<file path="config.mk">
export PLATFORM = sky130hd
export DESIGN_NAME = hazard_fwd_unit
export DESIGN_NICKNAME = d
export VERILOG_FILES = /design/src/rtl/hazard_pkg.sv /design/src/rtl/hazard_fwd_unit_fwd_port.sv /design/src/rtl/hazard_fwd_unit.sv
export SDC_FILE = /design/constraint.sdc
export NUM_CORES = 1
export LEC_CHECK = 0
export CORE_MARGIN = 4
export CORE_UTILIZATION = 39
export DETAILED_ROUTE_END_ITERATION = 12
export GPL_TIMING_DRIVEN = 0
export HOLD_SLACK_MARGIN = 0.1
export PLACE_DENSITY = 0.87
export SYNTH_ARGS = -nofsm -noshare
export SYNTH_HDL_FRONTEND = slang
export SYNTH_SLANG_ARGS = --single-unit
</file>
<file path="constraint.sdc">
create_clock -name clk -period 9.9 [get_ports clk]
set_input_delay 1.98 -clock clk [delete_from_list [all_inputs] [get_ports clk]]
set_output_delay 1.98 -clock clk [all_outputs]
set_load 0.1 [all_outputs]
</file>
<file path="src/rtl/hazard_pkg.sv">
// rtl/hazard_pkg.sv - shared widths, encodings and entry layout for the hazard/forwarding unit
package hazard_pkg;

    localparam int TW = 2;

    localparam logic [TW-1:0] TUSE_D = 2'd0;
    localparam logic [TW-1:0] TUSE_E = 2'd1;
    localparam logic [TW-1:0] TUSE_M = 2'd2;

    // Stage entry is {wa, tnew}: tnew in the low TW bits, wa directly above.
    localparam int ENT_TNEW_LSB = 0;
    localparam int ENT_WA_LSB   = TW;

    localparam int MULT_CYC_DEF = 5;
    localparam int DIV_CYC_DEF  = 10;

    typedef enum logic [1:0] {
        SEL_RF,
        SEL_E,
        SEL_M,
        SEL_W
    } fwd_sel_e;

    function automatic logic [TW-1:0] tnew_dec(input logic [TW-1:0] t);
        return (t == '0) ? '0 : t - TW'(1);
    endfunction

endpackage

</file>
<file path="src/rtl/hazard_fwd_unit_fwd_port.sv">
// rtl/hazard_fwd_unit_fwd_port.sv - per-read-port nearest-match select and stall request
module fwd_port
    import hazard_pkg::*;
#(
    parameter int DW = 32,
    parameter int AW = 5
) (
    input  logic [AW-1:0] ra_i,
    input  logic [TW-1:0] tuse_i,
    input  logic [DW-1:0] rd_data_i,
    input  logic [AW-1:0] e_wa_i,
    input  logic [TW-1:0] e_tnew_i,
    input  logic [AW-1:0] m_wa_i,
    input  logic [TW-1:0] m_tnew_i,
    input  logic [AW-1:0] w_wa_i,
    input  logic [TW-1:0] w_tnew_i,
    input  logic [DW-1:0] e_out_i,
    input  logic [DW-1:0] m_out_i,
    input  logic [DW-1:0] w_out_i,
    output logic [DW-1:0] fwd_data_o,
    output logic          stall_req_o
);

    fwd_sel_e      sel;
    logic          hit;
    logic [TW-1:0] hit_tnew;

    // Youngest matching stage wins; a not-yet-ready match still shadows older ones.
    always_comb begin
        sel      = SEL_RF;
        hit      = 1'b0;
        hit_tnew = '0;
        if (ra_i != '0) begin
            if (e_wa_i == ra_i) begin
                hit      = 1'b1;
                hit_tnew = e_tnew_i;
                sel      = (e_tnew_i == '0) ? SEL_E : SEL_RF;
            end else if (m_wa_i == ra_i) begin
                hit      = 1'b1;
                hit_tnew = m_tnew_i;
                sel      = (m_tnew_i == '0) ? SEL_M : SEL_RF;
            end else if (w_wa_i == ra_i) begin
                hit      = 1'b1;
                hit_tnew = w_tnew_i;
                sel      = (w_tnew_i == '0) ? SEL_W : SEL_RF;
            end
        end
    end

    always_comb begin
        fwd_data_o = rd_data_i;
        case (sel)
            SEL_E:   fwd_data_o = e_out_i;
            SEL_M:   fwd_data_o = m_out_i;
            SEL_W:   fwd_data_o = w_out_i;
            default: fwd_data_o = rd_data_i;
        endcase
    end

    assign stall_req_o = hit && (hit_tnew > tuse_i);

endmodule

</file>
<file path="src/rtl/hazard_fwd_unit.sv">
// rtl/hazard_fwd_unit.sv - E/M/W destination tracking, operand forwarding, stall and HI/LO busy counter
module hazard_fwd_unit
    import hazard_pkg::*;
#(
    parameter int NREAD    = 2,
    parameter int DW       = 32,
    parameter int AW       = 5,
    parameter int MULT_CYC = MULT_CYC_DEF,
    parameter int DIV_CYC  = DIV_CYC_DEF
) (
    input  logic                clk,
    input  logic                reset,
    input  logic [NREAD*AW-1:0] D_ra,
    input  logic [NREAD*TW-1:0] D_tuse,
    input  logic [NREAD*DW-1:0] D_rd_data,
    input  logic [AW-1:0]       D_wa,
    input  logic [TW-1:0]       D_tnew,
    input  logic                D_md,
    input  logic                D_md_start,
    input  logic                D_md_div,
    input  logic [DW-1:0]       E_out,
    input  logic [DW-1:0]       M_out,
    input  logic [DW-1:0]       W_out,
    output logic [NREAD*DW-1:0] D_fwd_data,
    output logic                stall,
    output logic                md_busy
);

    localparam int EW     = AW + TW;
    localparam int MD_MAX = (MULT_CYC > DIV_CYC) ? MULT_CYC : DIV_CYC;
    localparam int CW     = $clog2(MD_MAX + 1);

    logic [EW-1:0]    e_q, e_d, m_q, m_d, w_q, w_d;
    logic [CW-1:0]    md_cnt_q, md_cnt_d;
    logic [NREAD-1:0] port_stall;
    logic             data_stall;
    logic             md_stall;

    logic [AW-1:0] e_wa, m_wa, w_wa;
    logic [TW-1:0] e_tnew, m_tnew, w_tnew;

    assign e_wa   = e_q[ENT_WA_LSB +: AW];
    assign m_wa   = m_q[ENT_WA_LSB +: AW];
    assign w_wa   = w_q[ENT_WA_LSB +: AW];
    assign e_tnew = e_q[ENT_TNEW_LSB +: TW];
    assign m_tnew = m_q[ENT_TNEW_LSB +: TW];
    assign w_tnew = w_q[ENT_TNEW_LSB +: TW];

    for (genvar g = 0; g < NREAD; g++) begin : g_port
        fwd_port #(
            .DW(DW),
            .AW(AW)
        ) u_fwd_port (
            .ra_i        (D_ra[g*AW +: AW]),
            .tuse_i      (D_tuse[g*TW +: TW]),
            .rd_data_i   (D_rd_data[g*DW +: DW]),
            .e_wa_i      (e_wa),
            .e_tnew_i    (e_tnew),
            .m_wa_i      (m_wa),
            .m_tnew_i    (m_tnew),
            .w_wa_i      (w_wa),
            .w_tnew_i    (w_tnew),
            .e_out_i     (E_out),
            .m_out_i     (M_out),
            .w_out_i     (W_out),
            .fwd_data_o  (D_fwd_data[g*DW +: DW]),
            .stall_req_o (port_stall[g])
        );
    end

    assign md_busy    = (md_cnt_q != '0);
    assign data_stall = |port_stall;
    assign md_stall   = D_md && md_busy;
    assign stall      = data_stall || md_stall;

    // A stalled D instruction becomes a bubble in E; older entries age by one cycle.
    always_comb begin
        e_d = '0;
        if (!stall) begin
            e_d[ENT_WA_LSB +: AW]   = D_wa;
            e_d[ENT_TNEW_LSB +: TW] = D_tnew;
        end
        m_d = '0;
        m_d[ENT_WA_LSB +: AW]   = e_wa;
        m_d[ENT_TNEW_LSB +: TW] = tnew_dec(e_tnew);
        w_d = '0;
        w_d[ENT_WA_LSB +: AW]   = m_wa;
        w_d[ENT_TNEW_LSB +: TW] = tnew_dec(m_tnew);
    end

    always_comb begin
        md_cnt_d = md_cnt_q;
        if (D_md_start && !stall) begin
            md_cnt_d = D_md_div ? CW'(DIV_CYC) : CW'(MULT_CYC);
        end else if (md_cnt_q != '0) begin
            md_cnt_d = md_cnt_q - CW'(1);
        end
    end

    always_ff @(posedge clk) begin
        if (reset) begin
            e_q      <= '0;
            m_q      <= '0;
            w_q      <= '0;
            md_cnt_q <= '0;
        end else begin
            e_q      <= e_d;
            m_q      <= m_d;
            w_q      <= w_d;
            md_cnt_q <= md_cnt_d;
        end
    end

endmodule

</file>
==> results of run 1 <==
registers in the layout, summed over array words and instances (netlist names):
register / flops
m_q: 7
e_q: 7
md_cnt_q: 4
w_q: 7
cell usage after synthesis, types with 12 or more instances:
library cell	n	area share, %
nand2_1	58	6.1
a22oi_1	41	8.6
a31oi_1	41	7.2
nor2_1	34	3.6
a221oi_2	28	12
dfxtp_1	25	14
xnor2_1	18	4.4
a21oi_1	17	2.4
buf_2	16	2.2
xor2_1	14	3.4
o22ai_1	12	2.1
worst paths after layout:
kind,from,endpoint
worst min register to register,e_q[0],m_q[0]
worst min-delay path,e_q[0],m_q[0]
worst max-delay path,D_ra[6],stall
worst max register to register,m_q[5],md_cnt_q[0]
routing by layer:
layer / GRT usage (%) / vias to the layer above
li1: - / 2287
met1: 37.2 / 2323
met2: 57.5 / 371
met3: 9.89 / 63
met4: 13.9 / 6
met5: 0 / -
where the power goes:
| part | internal [mW] | switching (mW) |
|---|---|---|
| registers | 0.118 | 0.0139 |
| clock network | 0.0287 | 0.0292 |
| logic | 0.243 | 0.516 |
layout by cell type, fill, tap and decap left out, types with 4 or more instances in the layout:
master           instances
nand2_1                 58
buf_6                    9
a31oi_1                 41
nor3_1                   8
a221oi_1                 7
ha_1                     8
a221oi_2                28
xor2_1                  14
buf_2                   16
clkdlybuf4s50_1        250
clkbuf_1                10
xnor2_1                 18
a211oi_1                 4
a22oi_1                 41
nor2_1                  34
and2_1                  10
buf_4                    5
dfxtp_1                 25
nor2b_1                 11
a21oi_1                 17
o221a_2                 10
nand3_1                  9
inv_1                   11
a222oi_1                10
o22ai_1                 12
layout make-up:
cell class	instances	area (sq um)	area share (%)
diodes	2	5.00	0.0801
plain buffers	40	268	4.29
clock buffers	4	45.0	0.721
inverters	11	41.3	0.661
multi-input cells	375	2750	44.0
flip-flops and latches	25	500	8.01
well taps	108	135	2.16
repair buffers	250	2500	40.1
logic make-up (layout without fill, tap and decap cells):
group	count (synthesis)	count (layout)	share of synthesized area, %
compound gates	185	185	45.0
simple gates	147	147	20.7
buf+inv	51	305	8.68
xor+xnor	32	32	7.87
flops	25	25	14.1
fa+ha+maj	8	8	2.81
mux	3	3	0.879
other cells	0	2	0
metrics by stage:
step           total power [mW]  worst slack [ns]  utilization [%]  hold slack, ns  instance area, sq um
2_1_floorplan             0.661              3.12                -           0.421                  3560
3_3_place_gp              0.875              1.98             70.4           0.470                  6200
3_5_place_dp              0.888              1.88             70.4           0.474                  6200
4_1_cts                   0.947              1.85             70.9           0.485                  6240
5_1_grt                   0.985              1.49             70.9           0.514                  6240
6_report                  0.949              1.83             70.9           0.487                  6250
worst register-to-register path, cell delays in order (launching register included):
cell	delay (ns)
dfxtp_1	0.39
xnor2_1	0.14
nand3_1	0.13
nor3_4	0.40
and2b_1	0.24
a221oi_1	0.28
a211oi_1	0.10
ha_1	0.32
a21oi_1	0.06
a211oi_1	0.29
o21ai_0	0.20
nand4_1	0.27
mux2_2	0.37
nor2_1	0.07
==> reports/metrics.json, run 1 <==
{
  "timing_worst_setup_path_type": "input port to primary output",
  "unrepaired_setup_endpoints_after_global_routing": "false",
  "timing.clock.skew_ns": 0.00274,
  "crit_required_ns": 7.92,
  "average_cell_area_after_synthesis_sq_um": 7.89,
  "drt-wirelength-per-cell_microns": 22.9,
  "die_width_microns": 104,
  "dp.final_hpwl_microns": 15100,
  "die_height_microns": 104,
  "power_per_cell_area_nw_per_um2": 152,
  "slew_headroom_pct": 29.7,
  "synth_enable_flop_cells": 0,
  "vdd_ir_drop_max_mv": 0.133,
  "cts-hold-fix-buffers": 0,
  "syn_area_sq_um": 3560,
  "post_cts.resized_instances": 0,
  "grt_max_degree": 14,
  "asyncSetResetFlopFracSynth_pct": 0,
  "viasPerCell": 6.20,
  "status": "finished, final reports clean",
  "path_depth": 13,
  "worstHoldPathType": "flop to flop",
  "cts_setup_buffers": 0,
  "final_layout_size_suffix_gt1_share_pct": 12.8,
  "critical_path_buf_inv_count": 2,
  "fin_crit_ns": 8.07,
  "slew_viol_final": 0,
  "tritoncts_clock_tree": "built",
  "min_delay_path_depth": 1,
  "drc": 0,
  "via_count_of_the_routed_design": 5050,
  "worstSkewPairLatency_ns": 0.26,
  "count_of_state_elements_after_synthesis": 25,
  "finalWirelength_microns": 18700,
  "worstPathArrival_ns": 6.09,
  "critical_path.max_fanout": 7,
  "instances_no_fill": 815,
  "setup.worst_path.end_class": "primary output",
  "timing.critical_path.cells": "clkdlybuf4s50_1 > xnor2_1 > nand3_1 > nor3_4 > and2b_1 > a221oi_1 > a211oi_1 > ha_1 > a21oi_1 > a211oi_1 > o21ai_0 > nand3_1 > clkdlybuf4s50_1",
  "firstDrtPassIters": 5,
  "total_routing_usage_gr_pct": 32.9,
  "routed-wl-met3_microns": 2150,
  "boundaryPins": 252,
  "design.core.area_sq_um": 8810,
  "finalSetupViolations": 0,
  "die_area_sq_um": 10700,
  "synth_top_flop_cell": "dfxtp_1",
  "fmaxAchievable_mhz": 124,
  "cts_sink_count": 25,
  "syn-instance-count": 451,
  "grt-ovfl-total": 0,
  "first_pass_grt_wire_length_microns": 28800,
  "dr_wl_met2_microns": 9020,
  "drt-met1-wl_microns": 6620,
  "ant_nets": 0,
  "num-nets-final": 900,
  "std_cell_rows": 34,
  "fillers": 720,
  "cap_viol_max_count": 0,
  "port-buffer-count": 250,
  "root_buffer_selected_by_cts": "clkbuf_8",
  "cts-htree-levels": 1,
  "timing.setup.tns_ns": 0,
  "crit_path_max_incr_delay_ns": 1.16,
  "drt_first_iter_violations": 447,
  "postSynthNetCount": 645,
  "floorplan.initialDensity_pct": 40.4,
  "area_delta_synth_final_pct": 75.5,
  "total_clock_buffers_created_by_cts": 3,
  "synth.lib_cells_used.distinct": 53,
  "ys_seq_area_share_pct": 14.1,
  "finalHoldViolations": 0,
  "first_global_vias": 5157,
  "final_worst_path_period_share_pct": 81.5,
  "cp-start-kind": "input port",
  "worst_path_max_delay_cell": "clkdlybuf4s50_1",
  "tightest_slew_ns": 1.05,
  "timing.reg2reg.setup_slack_ns": 6.59,
  "reg2regPathDepth": 13,
  "worst_path_clk_slew_ns": 0.08,
  "top_layer": "met5",
  "placed_cells_incl_taps": 809,
  "path_delay_family": "buffers and inverters",
  "gp_congestion": 0.979,
  "static-leakage-power_nw": 2.22,
  "synth.yosys.warnings": 0,
  "clockBufferDepth": 2,
  "number_of_antenna_violations_at_the_first_check_in_global_routing": 4
}
(Power assumes the default switching activity.)
==> run 2, diff against run 1 <==
--- a/config.mk
+++ b/config.mk
@@ -6,11 +6,11 @@
 export NUM_CORES = 1
 export LEC_CHECK = 0
 export CORE_MARGIN = 4
-export CORE_UTILIZATION = 39
+export CORE_UTILIZATION = 33
 export DETAILED_ROUTE_END_ITERATION = 12
 export GPL_TIMING_DRIVEN = 0
 export HOLD_SLACK_MARGIN = 0.1
-export PLACE_DENSITY = 0.87
+export PLACE_DENSITY = 0.78
 export SYNTH_ARGS = -nofsm -noshare
 export SYNTH_HDL_FRONTEND = slang
 export SYNTH_SLANG_ARGS = --single-unit
==> constraint.sdc (replaced) <==
create_clock -name clk -period 7.1 [get_ports clk]
set_input_delay 1.42 -clock clk [delete_from_list [all_inputs] [get_ports clk]]
set_output_delay 1.42 -clock clk [all_outputs]
set_load 0.1 [all_outputs]
==> run 2 against run 1 <==
- flip-flop and latch count unchanged
- cell count up 3.3%
- setup slack worse by 1.4 ns
- largest cell class unchanged
- largest power group unchanged
==> reports/metrics.json, run 2 (same netlist as run 1, synthesis figures left out) <==
{
  "status": "finished, final reports clean",
  "first_global_vias": {"value": 4961, "change": "-3.8%"},
  "firstDrtPassIters": {"value": 6, "change": "+1"},
  "placed_cells_incl_taps": {"value": 837, "change": "+3.5%"},
  "swShare": {"value": 59.0, "unit": "%", "change": "+0.067 points"},
  "power_frac_clock": {"value": 6.3, "unit": "%", "change": "+0.2 points"},
  "first_pass_grt_wire_length": {"value": 28200, "unit": "microns", "change": "-2.0%"},
  "unrepaired_setup_endpoints_after_global_routing": "false",
  "timing_worst_setup_path_type": "input port to primary output",
  "largestRegisters": "e_q (7), m_q (7), w_q (7)",
  "ant_nets": {"value": 0, "change": "unchanged"},
  "static-leakage-power": {"value": 2.23, "unit": "nW", "change": "+0.55%"},
  "num-nets-final": {"value": 900, "change": "unchanged"},
  "detailedPlace.worstSlack": {"value": 0.143, "unit": "ns", "change": "-1.74 ns"},
  "cts_sink_count": {"value": 25, "change": "unchanged"},
  "global_route.usage.met1": {"value": 32.9, "unit": "%", "change": "-4.3 points"},
  "pwr-share-seq": {"value": 13.9, "unit": "%", "change": "about the same"},
  "globalRouteMet3Util": {"value": 4.24, "unit": "%", "change": "-5.6 points"},
  "slew_headroom": {"value": 30.2, "unit": "%", "change": "+0.44 points"},
  "worstPathArrival": {"value": 5.21, "unit": "ns", "change": "-0.88 ns"},
  "grtUsageMet2": {"value": 50.7, "unit": "%", "change": "-6.8 points"},
  "slew_viol_final": {"value": 0, "change": "unchanged"},
  "most_common_library_cell_in_the_layout_ignoring_fill_and_taps": "clkdlybuf4s50_1",
  "timing.setup.tns": {"value": 0, "unit": "ns", "change": "unchanged"},
  "internal_power": {"value": 0.543, "unit": "mW", "change": "+39%"},
  "area_delta_synth_final_pct": 76.5,
  "rr_startpoint": "m_q[3]",
  "gp_congestion": {"value": 0.981, "change": "+0.25%"},
  "sequential_cell_area": {"value": 500, "unit": "sq um", "change": "unchanged"},
  "fmaxAchievable_mhz": 151,
  "finalWirelength": {"value": 19000, "unit": "microns", "change": "+1.8%"},
  "final_core_util": {"value": 60.3, "unit": "%", "change": "-11 points"},
  "root_buffer_selected_by_cts": "clkbuf_8",
  "number_of_antenna_violations_at_the_first_check_in_global_routing": {"value": 1, "change": "-3"},
  "drc": {"value": 0, "change": "unchanged"},
  "finalHoldWorstSlack": {"value": 0.478, "unit": "ns", "change": "-0.00854 ns"},
  "grt-ovfl-total": {"value": 0, "change": "unchanged"},
  "critical_path.startpoint": "D_ra[8]",
  "finalSetupViolations": {"value": 0, "change": "unchanged"},
  "die_height": {"value": 112, "unit": "microns", "change": "+8.0%"},
  "port-buffer-count": {"value": 250, "change": "unchanged"},
  "cp-start-kind": "input port",
  "final_worst_path_period_share_pct": 93.4,
  "dp.final_hpwl": {"value": 15300, "unit": "microns", "change": "+1.1%"},
  "clockBufferDepth": {"value": 2, "change": "unchanged"},
  "drt_first_iter_violations": {"value": 620, "change": "+39%"},
  "die_area": {"value": 12500, "unit": "sq um", "change": "+17%"},
  "total_clock_buffers_created_by_cts": {"value": 3, "change": "unchanged"},
  "drt-wirelength-per-cell": {"value": 22.6, "unit": "microns", "change": "-1.4%"},
  "multi_input_area": {"value": 2750, "unit": "sq um", "change": "unchanged"},
  "postLayoutSetupSlackWorst": {"value": 0.465, "unit": "ns", "change": "-1.37 ns"},
  "cap_viol_max_count": {"value": 0, "change": "unchanged"},
  "cts-hold-fix-buffers": {"value": 0, "change": "unchanged"},
  "total_routing_usage_gr": {"value": 27.9, "unit": "%", "change": "-5.0 points"},
  "setup.worst_path.end_class": "primary output",
  "design.core.area": {"value": 10400, "unit": "sq um", "change": "+18%"},
  "instances_no_fill": {"value": 842, "change": "+3.3%"},
  "tritoncts_clock_tree": "built",
  "cts-htree-levels": {"value": 1, "change": "unchanged"},
  "timing.clock.skew": {"value": 0.00221, "unit": "ns", "change": "-0.000527 ns"},
  "finalHoldViolations": {"value": 0, "change": "unchanged"},
  "fin_crit_ns": 6.63,
  "worst_path_clk_slew": {"value": 0.08, "unit": "ns", "change": "about the same"},
  "stdcell_area": {"value": 6280, "unit": "sq um", "change": "+0.56%"},
  "boundaryPins": {"value": 252, "change": "unchanged"},
  "grt_max_degree": {"value": 14, "change": "unchanged"},
  "grt.busiest_layer": "met2",
  "via_count_of_the_routed_design": {"value": 5077, "change": "+0.53%"},
  "crit_required": {"value": 5.68, "unit": "ns", "change": "-2.24 ns"},
  "worstHoldPathType": "flop to flop",
  "floorplan.initialDensity": {"value": 34.2, "unit": "%", "change": "-6.2 points"},
  "vdd_ir_drop_max": {"value": 0.339, "unit": "mV", "change": "+160%"},
  "viasPerCell": {"value": 6.03, "change": "-2.7%"},
  "std_cell_rows": {"value": 37, "change": "+8.8%"},
  "power_per_cell_area": {"value": 211, "unit": "nW/um^2", "change": "+39%"},
  "design_power_total": {"value": 1.33, "unit": "mW", "change": "+40%"},
  "layout.cells.most_common_list": "clkdlybuf4s50_1 (249), nand2_1 (58), a22oi_1 (41), a31oi_1 (41), nor2_1 (34)",
  "die_width": {"value": 112, "unit": "microns", "change": "+8.0%"},
  "worstSkewPairLatency": {"value": 0.27, "unit": "ns", "change": "about the same"},
  "fillers": {"value": 932, "change": "+29%"},
  "dpl-instance-area": {"value": 6230, "unit": "sq um", "change": "+0.57%"},
  "p_sw": {"value": 0.782, "unit": "mW", "change": "+40%"},
  "hold_start": "e_q[0]",
  "tightest_slew": {"value": 1.04, "unit": "ns", "change": "-0.00661 ns"},
  "pwr-share-comb": {"value": 79.9, "unit": "%", "change": "about the same"},
  "final_layout_size_suffix_gt1_share": {"value": 12.8, "unit": "%", "change": "unchanged"},
  "critical_path.max_fanout": {"value": 7, "change": "unchanged"}
}
-- run 2: critical path, cell delays in order --
cell             delay (ns)
clkdlybuf4s50_1        0.60
xnor2_1                0.16
nand3_1                0.13
nor3_4                 0.39
and2b_1                0.25
a221oi_1               0.28
a211oi_1               0.08
ha_1                   0.31
a21oi_1                0.06
a211oi_1               0.34
o21ai_0                0.25
nand3_1                0.18
dlymetal6s2s_1         0.76
-- run 2: path summary, 6_finish.rpt --
check	to	slack [ns]	cells after the start
max	stall	0.47	13
min	m_q[0]	0.48	1
max reg2reg	md_cnt_q[0]	3.68	13
min reg2reg	m_q[0]	0.48	1
-- run 2: per-layer routing --
| metal | vias up | wire length, microns |
|---|---|---|
| met5 | - | 0 |
| met4 | 0 | 787 |
| met3 | 60 | 1870 |
| met2 | 375 | 9580 |
| met1 | 2367 | 6780 |
| li1 | 2275 | - |
-- run 2: timing repair --
item                                    CTS  global route
hold endpoints to repair                  0             0
setup buffers                             0             0
endpoints found under the setup margin    0             1
gates resized for setup                   0             1
-- run 2: power by group through the flow --
stage	clock network, mW	registers (mW)	logic, mW
3_3_place_gp	0	0.185	1.04
4_1_cts	0.0837	0.183	1.06
6_report	0.0829	0.184	1.06
5_1_grt	0.0903	0.187	1.10
2_1_floorplan	0	0.182	0.740
3_5_place_dp	0	0.186	1.05
-- run 2: cell type report --
cell class	instances	area share, %
plain buffers	40	4.26
inverters	11	0.657
diodes	1	0.0398
multi-input cells	375	43.8
clock buffers	4	0.717
flip-flops and latches	25	7.97
repair buffers	250	39.9
well taps	136	2.71
==> run 3, diff against run 2 <==
--- a/config.mk
+++ b/config.mk
@@ -5,6 +5,7 @@
 export SDC_FILE = /design/constraint.sdc
 export NUM_CORES = 1
 export LEC_CHECK = 0
+export ABC_CLOCK_PERIOD_IN_PS = 7100
 export CORE_MARGIN = 4
 export CORE_UTILIZATION = 33
 export DETAILED_ROUTE_END_ITERATION = 12
==> results of run 3 <==
Same layout as run 2: the final DEF is identical, and so are final timing and power.
